### src/rtl/linear_layer_start_fifo_srl.sv
// Start-token FIFO controller built around a shift-register (SRL) store.
// Tracks occupancy, drives registered full/empty flags and reads the head entry out of the SRL.
module linear_layer_start_fifo_srl #(
  parameter int DATA_WIDTH = 1,
  parameter int ADDR_WIDTH = 1,
  parameter int DEPTH      = 2
) (
  input  logic                  clk,
  input  logic                  reset,
  output logic                  if_full_n,
  input  logic                  if_write_ce,
  input  logic                  if_write,
  input  logic [DATA_WIDTH-1:0] if_din,
  output logic                  if_empty_n,
  input  logic                  if_read_ce,
  input  logic                  if_read,
  output logic [DATA_WIDTH-1:0] if_dout,
  output logic [ADDR_WIDTH:0]   if_num_data_valid,
  output logic [ADDR_WIDTH:0]   if_fifo_cap
);

  // The array is padded to the full address range so every head address indexes a real entry.
  localparam int SRL_LEN = 1 << ADDR_WIDTH;
  localparam logic [ADDR_WIDTH:0] CAP = (ADDR_WIDTH+1)'(DEPTH);
  localparam logic [ADDR_WIDTH:0] ONE = {{ADDR_WIDTH{1'b0}}, 1'b1};
  localparam logic [ADDR_WIDTH:0] ZERO = {(ADDR_WIDTH+1){1'b0}};

  logic [DATA_WIDTH-1:0] srl_q [0:SRL_LEN-1];
  logic [ADDR_WIDTH:0]   count_q;
  logic [ADDR_WIDTH:0]   count_d;
  logic                  full_n_q;
  logic                  full_n_d;
  logic                  empty_n_q;
  logic                  empty_n_d;
  logic                  push_s;
  logic                  pop_s;
  logic [ADDR_WIDTH:0]   addr_full_s;
  logic [ADDR_WIDTH-1:0] addr_s;

  assign push_s      = if_write & if_write_ce & full_n_q;
  assign pop_s       = if_read & if_read_ce & empty_n_q;
  assign addr_full_s = count_q - ONE;
  assign addr_s      = addr_full_s[ADDR_WIDTH-1:0];

  always_comb begin
    count_d = count_q;
    case ({push_s, pop_s})
      2'b10:   count_d = count_q + ONE;
      2'b01:   count_d = count_q - ONE;
      default: count_d = count_q;
    endcase
    full_n_d  = (count_d != CAP);
    empty_n_d = (count_d != ZERO);
  end

  always_ff @(posedge clk) begin
    if (reset) begin
      count_q   <= ZERO;
      full_n_q  <= 1'b1;
      empty_n_q <= 1'b0;
    end else begin
      count_q   <= count_d;
      full_n_q  <= full_n_d;
      empty_n_q <= empty_n_d;
    end
  end

  // Storage is deliberately unreset; validity comes only from count_q.
  always_ff @(posedge clk) begin
    if (push_s && !reset) begin
      for (int i = SRL_LEN - 1; i > 0; i--) begin
        srl_q[i] <= srl_q[i-1];
      end
      srl_q[0] <= if_din;
    end
  end

  assign if_dout           = srl_q[addr_s];
  assign if_full_n         = full_n_q;
  assign if_empty_n        = empty_n_q;
  assign if_num_data_valid = count_q;
  assign if_fifo_cap       = CAP;

endmodule

### config.mk
export PLATFORM = sky130hd
export DESIGN_NAME = linear_layer_start_fifo_srl
export DESIGN_NICKNAME = d
export VERILOG_FILES = /design/src/rtl/linear_layer_start_fifo_srl.sv
export SDC_FILE = /design/constraint.sdc
export NUM_CORES = 1
export LEC_CHECK = 0
export BUFFER_PORTS_ARGS = -buffer_cell sky130_fd_sc_hd__buf_2
export CELL_PAD_IN_SITES_DETAIL_PLACEMENT = 0
export CELL_PAD_IN_SITES_GLOBAL_PLACEMENT = 1
export CORE_AREA = 2 2 39 41
export CTS_CLUSTER_DIAMETER = 150
export DETAILED_ROUTE_END_ITERATION = 10
export DIE_AREA = 0 0 41 43
export GPL_ROUTABILITY_DRIVEN = 0
export PLACE_DENSITY_LB_ADDON = 0.1
export SYNTH_ARGS = -nofsm -noshare
export SYNTH_HDL_FRONTEND = slang
export SYNTH_SLANG_ARGS = --single-unit
### constraint.sdc
create_clock -name clk -period 2 [get_ports clk]
set_clock_uncertainty 0.15 [all_clocks]
set_input_delay 0.3 -clock clk [delete_from_list [all_inputs] [get_ports clk]]
set_output_delay 0.3 -clock clk [all_outputs]
set_load 0.02 [all_outputs]
==> flow_summary.toml <==
[logic_synthesis]
synth_fa_ha_area_share_pct = 6.49
synthMuxAreaShare_pct = 5.52
ys_types = 26
synth_top_family_by_area = "simple AND/OR/NAND/NOR gates"
netlist_top_cells_count = "dfxtp_1 (4), buf_4 (3), nand2_1 (3), nor2_1 (3)"
synth_simple_gate_area_share_pct = 25.6
synth_compound_area_share_pct = 10.4
synth_seq_cells = 6
synthArstFlopShare_pct = 0
synth_top_cell_by_area = "dfxtp_1"
ys_warn_count = 0
synth-xor-area-share_pct = 0
yosysSeqAreaShare_pct = 36.4
yosysMostFrequentCell = "dfxtp_1"
syn_nets = 52
synth_ff_type = "dfxtp_1"
synth_area_um2 = 385
yosysTopAreaCellShare_pct = 20.8
synth_area_leaders = "dfxtp_1 (21%), edfxtp_1 (16%), ha_1 (6.5%), buf_4 (5.8%), buf_6 (5.8%)"
synth_edf_count = 2
netlist_instances = 43
avgSynthCellArea_um2 = 8.96

[setup_path]
slowest_delay_ps = 410
worst_ep_required_time_ps = 2000
crit_chain = "and3_1 > ha_1 > nor3b_1 > nor4_1"
cp-start-kind = "flop"
critPathMaxFanout = 10
cpMaxStageDelayCell = "ha_1"
crit_path_end_kind = "flop"
worstPathArrival_ps = 1570
crit_type = "reg2reg"

[sta]
whs_ps = 81.8
rsz0062_at_grt = "no"
min_period_ps = 1570
setup_viol = 0
max_freq_mhz = 636
finalCritPeriodShare_pct = 78.6
drv_slew = 0
fin_tns_setup_ps = 0
setup_ws_ps = 428
hold_viol_final = 0

[floorplan]
core_um2 = 1380
dieArea_um2 = 1760
die_width_um = 41
start_util_pct = 27.8
row_count = 14
die_y_um = 43
io_pins = 14

[global_route]
track_usage_pct = 10.1
grt_use_met1_pct = 12.1
grt_pass1_wl_um = 1170
met3_usage_pct = 1.57
grtUsageMet2_pct = 14.1
antenna_found_initial = 0
grt.busiest_layer = "met2"
globalRouteOverflowTotal = 0
grt_start_max_net_pins = 13
grt_pass1_vias = 281

[power]
ir_drop_mv = 0.219
p_seq_share_pct = 44.9
p_leak_nw = 0.194
power_density_nw_per_um2 = 653
power_frac_comb_pct = 14.7
finalPower_mw = 0.293
clock_power_share_pct = 40.4
switching_share_pct = 23.9
p_int_mw = 0.223
p_sw_mw = 0.0701

[cts]
post_cts_resized = 0
cts_setup_buffers = 0
cts_htree_levels = 1
cts_tree = "done"
clockRootBuffer = "clkbuf_4"
cts_sinks = 6
clock_latency_ps = 240
numCtsBuffers = 3
clock_path_buffers = 2
ctsHoldBuffers = 0
clkTransAtPathRegs_ps = 50

[route]
drt_pass1_iterations = 4
via_per_inst = 4.56
drc = 0
via_count = 319
drt_iter0_drc = 6
antenna_left = 0
wirelength_um = 702
wl_per_cell_um = 10.0

[final_layout]
final_cells = 70
diodes = 0
nFillCells = 152
layout-drive-gt1-share_pct = 33.3
nNetsFinal = 64
areaGrowthSynthToFinish_pct = 16.6

[placed_design]
io_buffers = 11
dp_cells = 66
hpwl_um = 561
preCtsSetupSlack_ps = 331

[outcome]
status = "completed"

[job]
drv_cap = 0

[hold_path]
worstHoldPathType = "in2reg"
-- worst paths after layout --
| path | from | to | slack [ps] | cells past startpoint |
|---|---|---|---|---|
| setup / recovery | if_empty_n | if_empty_n | 430 | 4 |
| hold / removal | if_din | srl_q[0] | 80 | 1 |
| setup reg to reg | if_empty_n | if_empty_n | 430 | 4 |
| hold reg to reg | srl_q[0] | srl_q[1] | 310 | 0 |
-- power by group through the flow --
stage          logic [mW]  clock network [mW]  registers [mW]
2_1_floorplan      0.0332                   0           0.137
3_3_place_gp       0.0425                   0           0.134
3_5_place_dp       0.0434                   0           0.134
4_1_cts            0.0434               0.124           0.132
5_1_grt            0.0485               0.134           0.132
6_report           0.0431               0.119           0.132
-- placed cells by master (no fill, tap or decap), drive strengths merged --
cell type	synthesis	layout
buf	5	12
dfxtp	4	4
clkbuf	0	4
nor2	3	3
nand2	3	3
o21ai	3	3
inv	2	2
nand3	2	2
nand2b	2	2
ha	2	2
conb	2	2
edfxtp	2	2
and3	1	1
mux2	1	1
nor3b	1	1
a211oi	1	1
nor4b	1	1
nor4	1	1
a21oi	1	1
and2b	1	1
and2	1	1
nor3	1	1
a31oi	1	1
mux2i	1	1
o22ai	1	1
-- per-layer routing --
layer	share of wire, %	vias to the layer above
li1	-	166
met1	41	146
met2	53	7
met3	5.4	0
met4	0	0
met5	0	-
-- flip-flops by register name, summed over array words and instances (netlist names) --
name	cells
if_empty_n	1
if_num_data_valid	2
if_full_n	1
srl_q	2
-- through the flow --
| step | utilization, % | cell area, µm² |
|---|---|---|
| finish | 32.5 | 449 |
| global route | 32.5 | 449 |
| CTS | 32.5 | 449 |
| detailed placement | 30.6 | 423 |
| global placement | 30.6 | 423 |
| floorplan | - | 385 |
-- cell type report --
cell class | count | area, µm² | share of cell area (%)
Multi-Input combinational cell | 30 | 193 | 42.9
Sequential cell | 6 | 140 | 31.2
Timing Repair Buffer | 12 | 62.6 | 13.9
Clock buffer | 4 | 26.3 | 5.85
Tap cell | 16 | 20.0 | 4.46
Inverter | 2 | 7.51 | 1.67
-- critical path: cells and delay by family, from the launching register on --
kind | cells | cell delay, ps
DFF | 1 | 300
adders and majority gates | 1 | 410
and+or+nand+nor | 3 | 620
-- logic make-up after synthesis --
group	after synthesis
compound gates	7
fa+ha+maj	2
buf+inv	7
flops	6
mux	2
other cells	2
simple gates	17
(Power assumes the default switching activity.)
